[src/rtl/hls_rate_bridge_if.sv]
// Host- and core-side handshake bundle of hls_rate_bridge.
// The master view is the bridge itself; the slave view is the surrounding I/O logic and core.
interface hls_rate_bridge_if #(
    parameter int WIDTH  = 18,
    parameter int NUM_CH = 3
);
    logic                    ap_start;
    logic                    in_vld;
    logic [NUM_CH*WIDTH-1:0] in_data;
    logic                    ap_done;
    logic                    ap_busy;
    logic [WIDTH-1:0]        out_data;
    logic                    out_vld;
    logic                    err_overrun;
    logic                    err_timeout;
    logic                    core_ce;
    logic                    core_start;
    logic                    core_in_vld;
    logic [NUM_CH*WIDTH-1:0] core_in_data;
    logic                    core_done;
    logic [WIDTH-1:0]        core_out;
    logic                    core_out_vld;

    modport master (
        input  ap_start, in_vld, in_data, core_done, core_out, core_out_vld,
        output ap_done, ap_busy, out_data, out_vld, err_overrun, err_timeout,
               core_ce, core_start, core_in_vld, core_in_data
    );

    modport slave (
        output ap_start, in_vld, in_data, core_done, core_out, core_out_vld,
        input  ap_done, ap_busy, out_data, out_vld, err_overrun, err_timeout,
               core_ce, core_start, core_in_vld, core_in_data
    );
endinterface

[src/rtl/hls_rate_bridge.sv]
// Single-clock bridge to an HLS core ticking every DIV clk_1 cycles via core_ce.
// Optional RUN watchdog: define HLS_RATE_BRIDGE_TIMEOUT_EN (limit TIMEOUT_TICKS core ticks).
module hls_rate_bridge #(
    parameter int DIV           = 2,
    parameter int WIDTH         = 18,
    parameter int NUM_CH        = 3,
    parameter int TIMEOUT_TICKS = 1024
) (
    input  logic               clk_1,
    input  logic               ap_rst,
    hls_rate_bridge_if.master  bus
);
    localparam int CNT_W = (DIV > 1) ? $clog2(DIV) : 1;
    localparam int DW    = NUM_CH * WIDTH;

    typedef enum logic [1:0] {IDLE, ARMED, RUN} state_t;

    state_t           state, state_nx;
    logic [CNT_W-1:0] cnt, cnt_nx;
    logic             ce_p1;
    logic             start_p1, vld_p1;
    logic             start_edge, vld_edge;
    logic             pend_start, pend_vld;
    logic [DW-1:0]    in_data_p1;
    logic [WIDTH-1:0] out_data_p1;
    logic             out_vld_p1, done_p1;
    logic             overrun, timeout_flag;
    logic             accept, finish, to_hit;

    // Tick counter is free-running; core_ce is aligned with the DIV-1 phase.
    always_comb begin
        cnt_nx = cnt + 1'b1;
        if (cnt == CNT_W'(DIV - 1))
            cnt_nx = '0;
    end

    always_ff @(posedge clk_1 or posedge ap_rst) begin
        if (ap_rst) begin
            cnt   <= '0;
            ce_p1 <= 1'b0;
        end else begin
            cnt   <= cnt_nx;
            ce_p1 <= (cnt_nx == CNT_W'(DIV - 1));
        end
    end

    assign start_edge = bus.ap_start & ~start_p1;
    assign vld_edge   = bus.in_vld & ~vld_p1;

    always_comb begin
        state_nx = state;
        accept   = 1'b0;
        finish   = 1'b0;
        case (state)
            IDLE: if (start_edge) begin
                state_nx = ARMED;
                accept   = 1'b1;
            end
            ARMED: if (ce_p1) state_nx = RUN;
            RUN: if (ce_p1 && (bus.core_done || to_hit)) begin
                state_nx = IDLE;
                finish   = 1'b1;
            end
            default: state_nx = IDLE;
        endcase
    end

    // Request capture, result capture and sticky error flags.
    always_ff @(posedge clk_1 or posedge ap_rst) begin
        if (ap_rst) begin
            state       <= IDLE;
            start_p1    <= 1'b0;
            vld_p1      <= 1'b0;
            pend_start  <= 1'b0;
            pend_vld    <= 1'b0;
            in_data_p1  <= '0;
            out_data_p1 <= '0;
            out_vld_p1  <= 1'b0;
            done_p1     <= 1'b0;
            overrun     <= 1'b0;
        end else begin
            state    <= state_nx;
            start_p1 <= bus.ap_start;
            vld_p1   <= bus.in_vld;
            if (accept) begin
                pend_start <= 1'b1;
                in_data_p1 <= bus.in_data;
            end else if (ce_p1) begin
                pend_start <= 1'b0;
            end
            // A fresh edge wins over the tick that consumes an older request.
            if (vld_edge && state != RUN)
                pend_vld <= 1'b1;
            else if (ce_p1)
                pend_vld <= 1'b0;
            if (start_edge && state != IDLE)
                overrun <= 1'b1;
            done_p1    <= finish;
            out_vld_p1 <= ce_p1 & bus.core_out_vld;
            if (ce_p1 && bus.core_out_vld)
                out_data_p1 <= bus.core_out;
        end
    end

`ifdef HLS_RATE_BRIDGE_TIMEOUT_EN
    localparam int TO_W = $clog2(TIMEOUT_TICKS + 1);
    logic [TO_W-1:0] to_cnt;

    // to_cnt holds the number of core ticks already spent in RUN.
    always_ff @(posedge clk_1 or posedge ap_rst) begin
        if (ap_rst) begin
            to_cnt       <= '0;
            timeout_flag <= 1'b0;
        end else begin
            if (state != RUN)
                to_cnt <= '0;
            else if (ce_p1)
                to_cnt <= to_cnt + 1'b1;
            if (state == RUN && ce_p1 && !bus.core_done && to_hit)
                timeout_flag <= 1'b1;
        end
    end

    assign to_hit = (to_cnt == TO_W'(TIMEOUT_TICKS - 1));
`else
    assign to_hit       = 1'b0;
    assign timeout_flag = 1'b0;
`endif

    assign bus.core_ce      = ce_p1;
    assign bus.core_start   = pend_start;
    assign bus.core_in_vld  = pend_vld;
    assign bus.core_in_data = in_data_p1;
    assign bus.ap_done      = done_p1;
    assign bus.ap_busy      = (state != IDLE);
    assign bus.out_data     = out_data_p1;
    assign bus.out_vld      = out_vld_p1;
    assign bus.err_overrun  = overrun;
    assign bus.err_timeout  = timeout_flag;
endmodule

[src/flat_wrapper.sv]
// flat-port wrapper written by rule: the top's interface ports become plain ports
module hls_rate_bridge_flat 
#(
    parameter int DIV           = 2,
    parameter int WIDTH         = 18,
    parameter int NUM_CH        = 3,
    parameter int TIMEOUT_TICKS = 1024
)
  (clk_1, ap_rst, bus_ap_start, bus_in_vld, bus_in_data, bus_core_done, bus_core_out, bus_core_out_vld, bus_ap_done, bus_ap_busy, bus_out_data, bus_out_vld, bus_err_overrun, bus_err_timeout, bus_core_ce, bus_core_start, bus_core_in_vld, bus_core_in_data);
  hls_rate_bridge_if #(.WIDTH(WIDTH), .NUM_CH(NUM_CH)) bus_i ();
  input  logic clk_1;
  input  logic ap_rst;
  input wire logic [$bits(bus_i.ap_start)-1:0] bus_ap_start;
  input wire logic [$bits(bus_i.in_vld)-1:0] bus_in_vld;
  input wire logic [$bits(bus_i.in_data)-1:0] bus_in_data;
  input wire logic [$bits(bus_i.core_done)-1:0] bus_core_done;
  input wire logic [$bits(bus_i.core_out)-1:0] bus_core_out;
  input wire logic [$bits(bus_i.core_out_vld)-1:0] bus_core_out_vld;
  output wire logic [$bits(bus_i.ap_done)-1:0] bus_ap_done;
  output wire logic [$bits(bus_i.ap_busy)-1:0] bus_ap_busy;
  output wire logic [$bits(bus_i.out_data)-1:0] bus_out_data;
  output wire logic [$bits(bus_i.out_vld)-1:0] bus_out_vld;
  output wire logic [$bits(bus_i.err_overrun)-1:0] bus_err_overrun;
  output wire logic [$bits(bus_i.err_timeout)-1:0] bus_err_timeout;
  output wire logic [$bits(bus_i.core_ce)-1:0] bus_core_ce;
  output wire logic [$bits(bus_i.core_start)-1:0] bus_core_start;
  output wire logic [$bits(bus_i.core_in_vld)-1:0] bus_core_in_vld;
  output wire logic [$bits(bus_i.core_in_data)-1:0] bus_core_in_data;
  assign bus_i.ap_start = bus_ap_start;
  assign bus_i.in_vld = bus_in_vld;
  assign bus_i.in_data = bus_in_data;
  assign bus_i.core_done = bus_core_done;
  assign bus_i.core_out = bus_core_out;
  assign bus_i.core_out_vld = bus_core_out_vld;
  assign bus_ap_done = bus_i.ap_done;
  assign bus_ap_busy = bus_i.ap_busy;
  assign bus_out_data = bus_i.out_data;
  assign bus_out_vld = bus_i.out_vld;
  assign bus_err_overrun = bus_i.err_overrun;
  assign bus_err_timeout = bus_i.err_timeout;
  assign bus_core_ce = bus_i.core_ce;
  assign bus_core_start = bus_i.core_start;
  assign bus_core_in_vld = bus_i.core_in_vld;
  assign bus_core_in_data = bus_i.core_in_data;
  hls_rate_bridge #(.DIV(DIV), .WIDTH(WIDTH), .NUM_CH(NUM_CH), .TIMEOUT_TICKS(TIMEOUT_TICKS)) u_core (.clk_1(clk_1), .ap_rst(ap_rst), .bus(bus_i));
endmodule
[config.mk]
export PLATFORM = sky130hd
export DESIGN_NAME = hls_rate_bridge_flat
export DESIGN_NICKNAME = d
export VERILOG_FILES = /design/src/rtl/hls_rate_bridge_if.sv /design/src/rtl/hls_rate_bridge.sv /design/src/flat_wrapper.sv
export SDC_FILE = /design/constraint.sdc
export NUM_CORES = 1
export LEC_CHECK = 0
export ABC_AREA = 0
export CORE_MARGIN = 2
export CORE_UTILIZATION = 37
export DETAILED_ROUTE_END_ITERATION = 10
export PLACE_DENSITY_LB_ADDON = 0.1
export SYNTH_ARGS = -nofsm -noshare
export SYNTH_HDL_FRONTEND = slang
export SYNTH_SLANG_ARGS = --single-unit
[constraint.sdc]
create_clock -name clk_1 -period 2.3 [get_ports clk_1]
set_input_delay 0.23 -clock clk_1 [delete_from_list [all_inputs] [get_ports clk_1]]
set_output_delay 0.23 -clock clk_1 [all_outputs]
set_load 0.005 [all_outputs]
==> impl_metrics.csv, run 1 <==
group,metric,value,unit
route,viasPerCell,4.542,
power_and_ir_drop,p_sw_frac,0.2517,
setup_path,crit_path_end_kind,"output port",
timing,setup_ws,487.9,ps
route,drt-pass1-iter-count,4,
die,core,0.008678,sq mm
global_routing,grt-busiest-layer,"met2",
clock_tree,clock_latency,340,ps
clock_tree,cts_resized,0,
die,start_util,0.3803,
final_layout,antenna_cells,0,
timing,tns,0,ps
power_and_ir_drop,ir_worst_vdd,448.2,uV
outcome,outcome,"finished clean",
timing,timing.final.max_slew_violations,0,
yosys,synthCells,183,
yosys,ys_types,24,
yosys,avgSynthCellArea,18.04,sq um
final_layout,syn_to_final_growth,55.84,%
clock_tree,clock_sink_count,82,
power_and_ir_drop,power.net_switching,1.407,mW
min_path,min-delay-path-class,"primary input to async pin",
timing,final-setup-viol-count,0,
timing,min_period,1812,ps
setup_path,path_buf_inv,1,
global_routing,grt-ovfl-total,0,
final_layout,drive_above_1_share,0.2792,
die,die_y,98.45,um
placed_design,dp_hpwl,5352,um
timing,fin_skew,7.418,ps
route,ant_nets,0,
timing,max_slew.worst_pin.slew,559.3,ps
global_routing,first_global_vias,2216,
global_routing,use_met3,0.07589,
global_routing,grt_max_degree,41,
timing,rsz0062_at_grt,"false",
setup_path,worstPathCellList,"or2_2, clkdlybuf4s50_1",
clock_tree,clk_transition_reported_paths,80,ps
die,die-area,0.009692,sq mm
setup_path,worstPathMaxFanout,6,
timing,hold_violations,0,
setup_path,reg2reg_slack,630,ps
final_layout,final_cell_mix,"156 x clkdlybuf4s50_1, 82 x dfrtp_1, 49 x mux2_4, 23 x mux2_2, 12 x clkbuf_8",
die,io_pins,158,
power_and_ir_drop,p_leak,2.217,nW
route,drt_iter0_markers,42,
setup_path,cp.arrival,1580,ps
clock_tree,cts.hold.buffers_added,0,
final_layout,nets,424,
global_routing,groute.layer.met2.usage,0.2282,
setup_path,cp_data_required_time,2070,ps
setup_path,slowest_delay,460,ps
power_and_ir_drop,power.density,1087,mW/mm^2
global_routing,grt_pass1_wl,11760,um
route,drc,0,
clock_tree,clock_path_buffers,2,
setup_path,cp-start-kind,"register",
yosys,synth_area,0.003301,sq mm
power_and_ir_drop,comb_power_share,0.412,
die,die_w,98.45,um
route,wirelength,7429,um
placed_design,place_ws,391.4,ps
yosys,ys_warn_count,0,
setup_path,cp_top_family,"flip-flops",
yosys,ys_seq_area_frac,0.6217,
route,vias,2085,
global_routing,use_met1,0.2070,
yosys,syn_nets,261,
clock_tree,h-tree-depth,3,
clock_tree,cts_buffers,9,
clock_tree,cts_tree,"yes",
die,row_count,34,
placed_design,place_congestion,0.7248,
final_layout,layout.cells.most_common,"clkdlybuf4s50_1",
clock_tree,cts_setup_buffers,0,
timing,relSlewSlack,0.6264,
global_routing,grt_usage,0.1551,
global_routing,antenna_found_initial,0,
setup_path,slowest_stage,"dfrtp_1",
setup_path,path_class,"register to output port",
timing,fin_crit_sh,0.7879,
timing,holdWs,287.0,ps
clock_tree,root_buffer,"clkbuf_8",
power_and_ir_drop,intPower,4.183,mW
timing,max_freq,551.8,MHz
yosys,ys_ff_latch,82,
job,cap_violations,0,
power_and_ir_drop,p_seq_frac,0.412,
route,wire_per_inst,16.19,um
power_and_ir_drop,clkPwrFrac,0.175,
placed_design,io_buffers,156,
## power by group through the flow
stage	Clock, mW	Combinational [mW]	Sequential [mW]
2_1_floorplan	0	0.967	2.33
3_3_place_gp	0	2.30	2.32
3_5_place_dp	0	2.34	2.32
4_1_cts	1.02	2.34	2.31
5_1_grt	1.09	2.45	2.37
6_report	0.980	2.31	2.31
## logic make-up after synthesis
kind of cell | synth area share
flops | 0.6217
mux | 0.3014
buf+inv | 0.04322
simple gates | 0.02161
compound gates | 0.01099
other cells | 0.001136
## registers in the layout (all words and copies together) (netlist names)
| name | count |
|---|---|
| u_core.bus.core_in_data | 54 |
| u_core.bus.out_data | 18 |
| u_core.state | 2 |
| u_core.bus.ap_done | 1 |
| u_core.bus.core_in_vld | 1 |
| u_core.bus.core_start | 1 |
| u_core.bus.err_overrun | 1 |
| u_core.bus.out_vld | 1 |
| u_core.cnt | 1 |
| u_core.start_p1 | 1 |
| u_core.vld_p1 | 1 |
## cell usage after synthesis
master    number  area [sq um]
nand2b_1       1         6.260
conb_1         1         3.750
inv_1          5         18.77
or2_2          1         6.260
a21oi_1        1         5.000
buf_2          1         5.000
or3b_2         1         8.760
nor2_1         1         3.750
and2_1         1         6.260
dfrtp_1       82          2052
a31o_2         1         8.760
a32o_1         1         10.01
nand2_1        1         3.750
or2b_1         1         7.510
buf_4          1         7.510
buf_12         5         100.1
mux2_2        23         259.0
nand3b_1       1         7.510
nand2_2        1         6.260
mux2_4        49         735.7
buf_6          1         11.26
a21o_1         1         7.510
o21ai_0        1         5.000
nor4b_2        1         15.01
## stage by stage
stage	area (sq um)	total power, mW	utilization	std cells
floorplan	3304	3.299	-	183
global placement	4954	4.620	0.5708	443
detailed placement	4954	4.653	0.5708	443
CTS	5144	5.665	0.5927	459
global route	5144	5.916	0.5927	459
finish	5144	5.591	0.5927	459
## worst paths after layout
kind	start	end	cells after the start
hold reg to reg	u_core.bus.err_overrun	u_core.bus.err_overrun	1
setup / recovery	u_core.state[0]	bus_ap_busy	2
setup reg to reg	u_core.state[0]	u_core.bus.core_in_data[21]	3
min in group clk_1	bus_in_vld	u_core.vld_p1	1
max in group asynchronous	ap_rst	u_core.bus.core_in_data[21]	3
hold / removal	ap_rst	u_core.bus.out_data[15]	2
## cell type report
cell class | count | area, sq um
repair buffers | 160 | 1629
multi-input cells | 88 | 1115
flip-flops and latches | 82 | 2052
clock buffers | 12 | 165.2
clock inverters | 4 | 25.02
well taps | 108 | 135.1
inverters | 5 | 22.52
fillers | 718 | 3535
## routing by layer
metal / part of all wire / vias up
met2: 0.45 / 93
met5: 0 / -
met1: 0.43 / 1028
met4: 0.018 / 0
li1: - / 954
met3: 0.10 / 10
No activity file was read; power rests on OpenSTA's default activity.
==> run 2, diff against run 1 <==
--- a/config.mk
+++ b/config.mk
@@ -7,7 +7,7 @@
 export LEC_CHECK = 0
 export ABC_AREA = 0
 export CORE_MARGIN = 2
-export CORE_UTILIZATION = 37
+export CORE_UTILIZATION = 41
 export DETAILED_ROUTE_END_ITERATION = 10
 export PLACE_DENSITY_LB_ADDON = 0.1
 export SYNTH_ARGS = -nofsm -noshare
==> constraint.sdc (replaced) <==
create_clock -name clk_1 -period 1.7 [get_ports clk_1]
set_input_delay 0.17 -clock clk_1 [delete_from_list [all_inputs] [get_ports clk_1]]
set_output_delay 0.17 -clock clk_1 [all_outputs]
set_load 0.005 [all_outputs]
==> run 2 against run 1 <==
Setup slack got worse by 410 ps; power increased by 40%; via count increased by 1.7%; final cell count increased by 0.44%; critical path depth increased by 1; global-route usage increased by 1.9 points; sequential cell count unchanged; clock power increased by 57%; highest routed layer unchanged.
==> impl_metrics.csv, run 2 (synthesized netlist as in run 1, its figures left out) <==
group,metric,value,unit
route,drc,0,
setup_path,r2r_end,"u_core.bus.core_in_data[34]",
setup_path,rr_worst_depth,5,
clock_tree,clock_path_buffers,2,
timing,final-setup-viol-count,0,
final_layout,fin_util,0.6774,
clock_tree,cts_buffers,9,
clock_tree,cts.hold.buffers_added,0,
placed_design,dp_cells,444,
final_layout,largest_reg_flops,54,
global_routing,grt-ovfl-total,0,
die,die-area,0.008784,sq mm
global_routing,grt-busiest-layer,"met2",
final_layout,syn_to_final_growth,59.40,%
die,start_util,0.4249,
global_routing,groute.layer.met2.usage,0.2625,
placed_design,dp_hpwl,5468,um
timing,hold_violations,0,
min_path,min-delay-path-class,"primary input to async pin",
route,drt-pass1-iter-count,4,
global_routing,grt_usage,0.1743,
clock_tree,root_buffer,"clkbuf_8",
die,die_y,93.73,um
global_routing,first_global_vias,2174,
timing,fin_skew,8.244,ps
global_routing,use_met3,0.05297,
final_layout,fin_cells,461,
die,row_count,32,
global_routing,grt_pass1_wl,11610,um
die,core,0.007767,sq mm
setup_path,slowest_delay,390,ps
route,vias,2120,
die,io_pins,158,
setup_path,cp.arrival,1460,ps
setup_path,crit_path_end_kind,"output port",
route,ant_nets,0,
outcome,outcome,"finished clean",
setup_path,worstPathMaxFanout,5,
timing,rsz0062_at_grt,"false",
route,viasPerCell,4.599,
setup_path,cp_data_required_time,1530,ps
final_layout,design_area,0.005261,sq mm
route,drt_iter0_markers,38,
die,die_w,93.73,um
clock_tree,clock_latency,350,ps
final_layout,layout.cells.most_common,"clkdlybuf4s50_1",
setup_path,worstPathCellList,"buf_4, or2_2, dlygate4sd2_1",
timing,fin_crit_sh,0.9561,
final_layout,nets,432,
setup_path,path_class,"register to output port",
clock_tree,clock_sink_count,82,
timing,holdWs,188.9,ps
power_and_ir_drop,power.total,7.831,mW
setup_path,slowest_stage,"dfrtp_1",
route,wire_per_inst,16.05,um
timing,timing.final.max_slew_violations,0,
global_routing,use_met1,0.2349,
final_layout,final_cell_mix,"155 x clkdlybuf4s50_1, 82 x dfrtp_1, 49 x mux2_4, 23 x mux2_2, 10 x clkbuf_8",
global_routing,grt_max_degree,37,
power_and_ir_drop,p_leak,2.286,nW
placed_design,place_congestion,0.6685,
clock_tree,clk_transition_reported_paths,80,ps
setup_path,cp-start-kind,"register",
setup_path,reg2reg_slack,80,ps
power_and_ir_drop,ir_worst_vdd,738.1,uV
final_layout,drive_above_1_share,0.2925,
setup_path,timing.rr.start,"u_core.state[0]",
clock_tree,cts_tree,"yes",
final_layout,antenna_cells,0,
global_routing,antenna_found_initial,0,
clock_tree,h-tree-depth,3,
timing,min_period,1625,ps
placed_design,placed_area,0.005036,sq mm
power_and_ir_drop,power.density,1488,mW/mm^2
route,wirelength,7400,um
job,cap_violations,0,
placed_design,io_buffers,156,
timing,max_freq,615.2,MHz
==> run 2: changes by cell type in the layout (fill, tap and decap cells not counted), sizes merged <==
cell / before / now
clkinvlp: 3 / 2
bufinv: 0 / 2
clkbuf: 12 / 11
buf: 4 / 12
dlygate4sd2: 0 / 1
clkdlybuf4s50: 156 / 155
==> run 2: metrics by stage <==
stage	TNS, ps	setup WS [ps]
4_1_cts	0	56.87
3_3_place_gp	-2.282	-0.9552
5_1_grt	0	4.317
6_report	0	74.60
2_1_floorplan	0	233.6
3_5_place_dp	-5.727	-3.679
==> run 2: final cells by class <==
cell class                      instances  area, sq um
Multi-Input combinational cell         88         1115
Sequential cell                        82         2052
Clock inverter                          5        77.57
Clock buffer                           11        141.4
Inverter                                5        22.52
Fill cell                             585         2506
Tap cell                              102        127.6
Timing Repair Buffer                  168         1725
==> run 2: metal layers <==
metal  wire length [um]  up-vias
met5                  0        -
met4                 89        0
met3                563        8
met2               3528       86
met1               3219     1059
li1                   -      967
==> run 2: repair_timing <==
action,4_1_cts,5_1_grt
setup endpoints to repair,1,0
gates resized for setup,1,0
buffers inserted,1,0
==> run 2: power by group <==
part | switching (mW) | internal, mW | total [mW]
combinational | 0.810 | 2.39 | 3.20
sequential | 0.406 | 2.68 | 3.09
clock | 0.681 | 0.863 | 1.54
==> run 2: how the worst max path moves through the flow <==
stage                    start                     endpoint  slack, ps  cells after the start
6_report       u_core.state[0]                  bus_ap_busy         70                      3
5_1_grt        u_core.state[0]  u_core.bus.core_in_data[34]          4                      5
4_1_cts        u_core.state[0]                  bus_ap_busy         60                      3
3_5_place_dp      bus_ap_start  u_core.bus.core_in_data[28]         -4                      5
3_3_place_gp      bus_ap_start  u_core.bus.core_in_data[29]         -1                      5
2_1_floorplan  u_core.state[0]  u_core.bus.core_in_data[10]        230                      4
==> run 2: worst max-delay path, delay by kind of cell (launching register included) <==
kind,cells,cell delay (ps)
buffers and inverters,2,420
DFF,1,390
and+or+nand+nor,1,300
==> run 3, diff against run 2 <==
--- a/config.mk
+++ b/config.mk
@@ -7,9 +7,10 @@
 export LEC_CHECK = 0
 export ABC_AREA = 0
 export CORE_MARGIN = 2
-export CORE_UTILIZATION = 41
+export CORE_UTILIZATION = 40
 export DETAILED_ROUTE_END_ITERATION = 10
 export PLACE_DENSITY_LB_ADDON = 0.1
+export SLEW_MARGIN = 5
 export SYNTH_ARGS = -nofsm -noshare
 export SYNTH_HDL_FRONTEND = slang
 export SYNTH_SLANG_ARGS = --single-unit
==> constraint.sdc (replaced) <==
create_clock -name clk_1 -period 1.8 [get_ports clk_1]
set_input_delay 0.18 -clock clk_1 [delete_from_list [all_inputs] [get_ports clk_1]]
set_output_delay 0.18 -clock clk_1 [all_outputs]
set_load 0.005 [all_outputs]
==> run 3 against run 2 <==
First-iteration DRC count shrank 7.9%; power shrank 6.8%; die area increased by 2.4%; via count shrank 2.0%; hold slack better by 96 ps; final cell count is 1.3% lower; utilization down 4.1 points; sequential cell count did not move; non-clock buffer count shrank 7; design area fell by 2.1%; critical path type unchanged; critical endpoint unchanged; highest routed layer unchanged.
==> impl_metrics.csv, run 3 (synthesized netlist as in run 1, its figures left out) <==
group,metric,value,unit
global_routing,grt_max_degree,83,
setup_path,timing.rr.start,"u_core.state[0]",
die,die_y,94.84,um
final_layout,seq_area,0.002053,sq mm
setup_path,crit_path_end_kind,"output port",
setup_path,rr_worst_depth,3,
die,core,0.008093,sq mm
route,ant_nets,0,
timing,final-setup-viol-count,0,
power_and_ir_drop,comb_power_share,0.404,
min_path,min-delay-path-class,"primary input to async pin",
clock_tree,cts.hold.buffers_added,0,
placed_design,io_buffers,156,
final_layout,drive_above_1_share,0.2771,
final_layout,fillers,639,
timing,fin_crit_sh,0.9631,
clock_tree,cts_buffers,9,
timing,max_freq,576.9,MHz
setup_path,worstPathMaxFanout,5,
clock_tree,root_buffer,"clkbuf_8",
setup_path,cp-start-kind,"register",
clock_tree,clock_sink_count,82,
route,vias,2077,
clock_tree,cts_tree,"yes",
die,die_w,94.84,um
final_layout,fin_cells,455,
power_and_ir_drop,p_sw_frac,0.2410,
route,viasPerCell,4.565,
die,start_util,0.4079,
timing,rsz0062_at_grt,"false",
power_and_ir_drop,p_seq_frac,0.402,
setup_path,critPathLaunch,"u_core.state[0]",
final_layout,nets,425,
clock_tree,clk_transition_reported_paths,80,ps
placed_design,placed_area,0.004937,sq mm
setup_path,reg2reg_slack,140,ps
final_layout,layout.cells.most_common,"clkdlybuf4s50_1",
final_layout,design_area,0.005152,sq mm
power_and_ir_drop,ir_worst_vdd,625.7,uV
placed_design,place_congestion,0.7011,
job,cap_violations,0,
route,wirelength,7137,um
setup_path,slowest_stage,"clkdlybuf4s50_1",
power_and_ir_drop,power.net_switching,1.759,mW
route,drt_iter0_markers,35,
global_routing,grt-ovfl-total,0,
final_layout,final_cell_mix,"156 x clkdlybuf4s50_1, 81 x dfrtp_1, 49 x mux2_4, 23 x mux2_2, 10 x clkbuf_8",
timing,hold_violations,0,
power_and_ir_drop,p_leak,2.228,nW
route,wire_per_inst,15.69,um
clock_tree,h-tree-depth,3,
placed_design,dp_cells,440,
setup_path,r2r_end,"u_core.bus.core_in_data[25]",
route,drc,0,
global_routing,grt_pass1_wl,11300,um
global_routing,antenna_found_initial,0,
timing,timing.final.max_slew_violations,0,
global_routing,first_global_vias,2243,
final_layout,antenna_cells,0,
die,row_count,33,
outcome,outcome,"finished clean",
die,die-area,0.008995,sq mm
power_and_ir_drop,clkPwrFrac,0.193,
timing,fin_skew,9.865,ps
setup_path,worstPathCellList,"or2_2, clkdlybuf4s50_1",
final_layout,syn_to_final_growth,56.10,%
setup_path,path_class,"register to output port",
timing,min_period,1734,ps
setup_path,cp_data_required_time,1620,ps
power_and_ir_drop,power.density,1417,mW/mm^2
placed_design,dp_hpwl,5076,um
die,io_pins,158,
power_and_ir_drop,intPower,5.539,mW
global_routing,grt_usage,0.1645,
setup_path,cp.arrival,1550,ps
final_layout,multi_input_area,0.001115,sq mm
setup_path,slowest_delay,470,ps
route,drt-pass1-iter-count,4,
clock_tree,clock_path_buffers,2,
final_layout,largest_reg_flops,54,
clock_tree,clock_latency,340,ps
## run 3: changes by cell type in the layout (fill, tap and decap cells not counted)
cell / previous run / this run
buf_12: 6 / 2
buf_4: 6 / 3
clkdlybuf4s50_1: 155 / 156
clkinv_2: 2 / 1
clkinvlp_4: 2 / 1
dfrtp_1: 82 / 81
dfrtp_2: 0 / 1
dlygate4sd2_1: 1 / 0
## run 3: timing repair
item,CTS,global route
buffers inserted,0,1
resized for setup,0,1
setup endpoints to repair,0,1
endpoints found under the hold margin,0,0
## run 3: final cells by class
| class | instances | share of cell area |
|---|---|---|
| multi-input cells | 88 | 0.2164 |
| repair buffers | 161 | 0.3152 |
| well taps | 105 | 0.02550 |
| inverters | 5 | 0.004371 |
| clock inverters | 3 | 0.01263 |
| flip-flops and latches | 82 | 0.3985 |
| clock buffers | 11 | 0.02744 |
## run 3: per-stage QoR
stage	setup slack [ps]	total power, mW	hold WS, ps	utilization	TNS (ps)
2_1_floorplan	333.6	4.215	211.4	-	0
3_3_place_gp	-1.440	5.878	458.3	0.6101	-7.842
3_5_place_dp	-63.11	5.939	474.1	0.6101	-1088
4_1_cts	14.46	7.391	316.3	0.6356	0
5_1_grt	6.486	7.727	331.2	0.6367	0
6_report	66.45	7.299	285.2	0.6367	0
## run 3: power by group through the flow
stage | clock (mW) | sequential (mW) | combinational (mW)
6_report | 1.41 | 2.94 | 2.95
3_3_place_gp | 0 | 2.96 | 2.92
4_1_cts | 1.45 | 2.94 | 3.00
2_1_floorplan | 0 | 2.98 | 1.24
5_1_grt | 1.54 | 3.03 | 3.16
3_5_place_dp | 0 | 2.96 | 2.98
## run 3: critical path: cells and delay by family (launching register included)
| kind | cells | cell delay, ps |
|---|---|---|
| buf+inv | 1 | 470 |
| flops | 1 | 440 |
| simple gates | 1 | 310 |
## run 3: worst max-delay path by stage
stage / to / slack (ps) / depth (start not counted)
final: bus_ap_busy / 70 / 2
after global routing: bus_ap_busy / 6 / 2
after CTS: bus_ap_busy / 10 / 2
after global placement: u_core.bus.core_in_data[19] / -1 / 4
after floorplan: u_core.bus.core_in_data[10] / 330 / 4
after detailed placement: u_core.bus.core_in_data[33] / -60 / 4
## run 3: per-layer routing
layer | wire length [um] | vias up | global-route usage
li1 | - | 957 | -
met1 | 2980 | 1036 | 0.2057
met2 | 3504 | 78 | 0.2636
met3 | 584 | 6 | 0.05507
met4 | 68 | 0 | 0.06522
met5 | 0 | - | 0
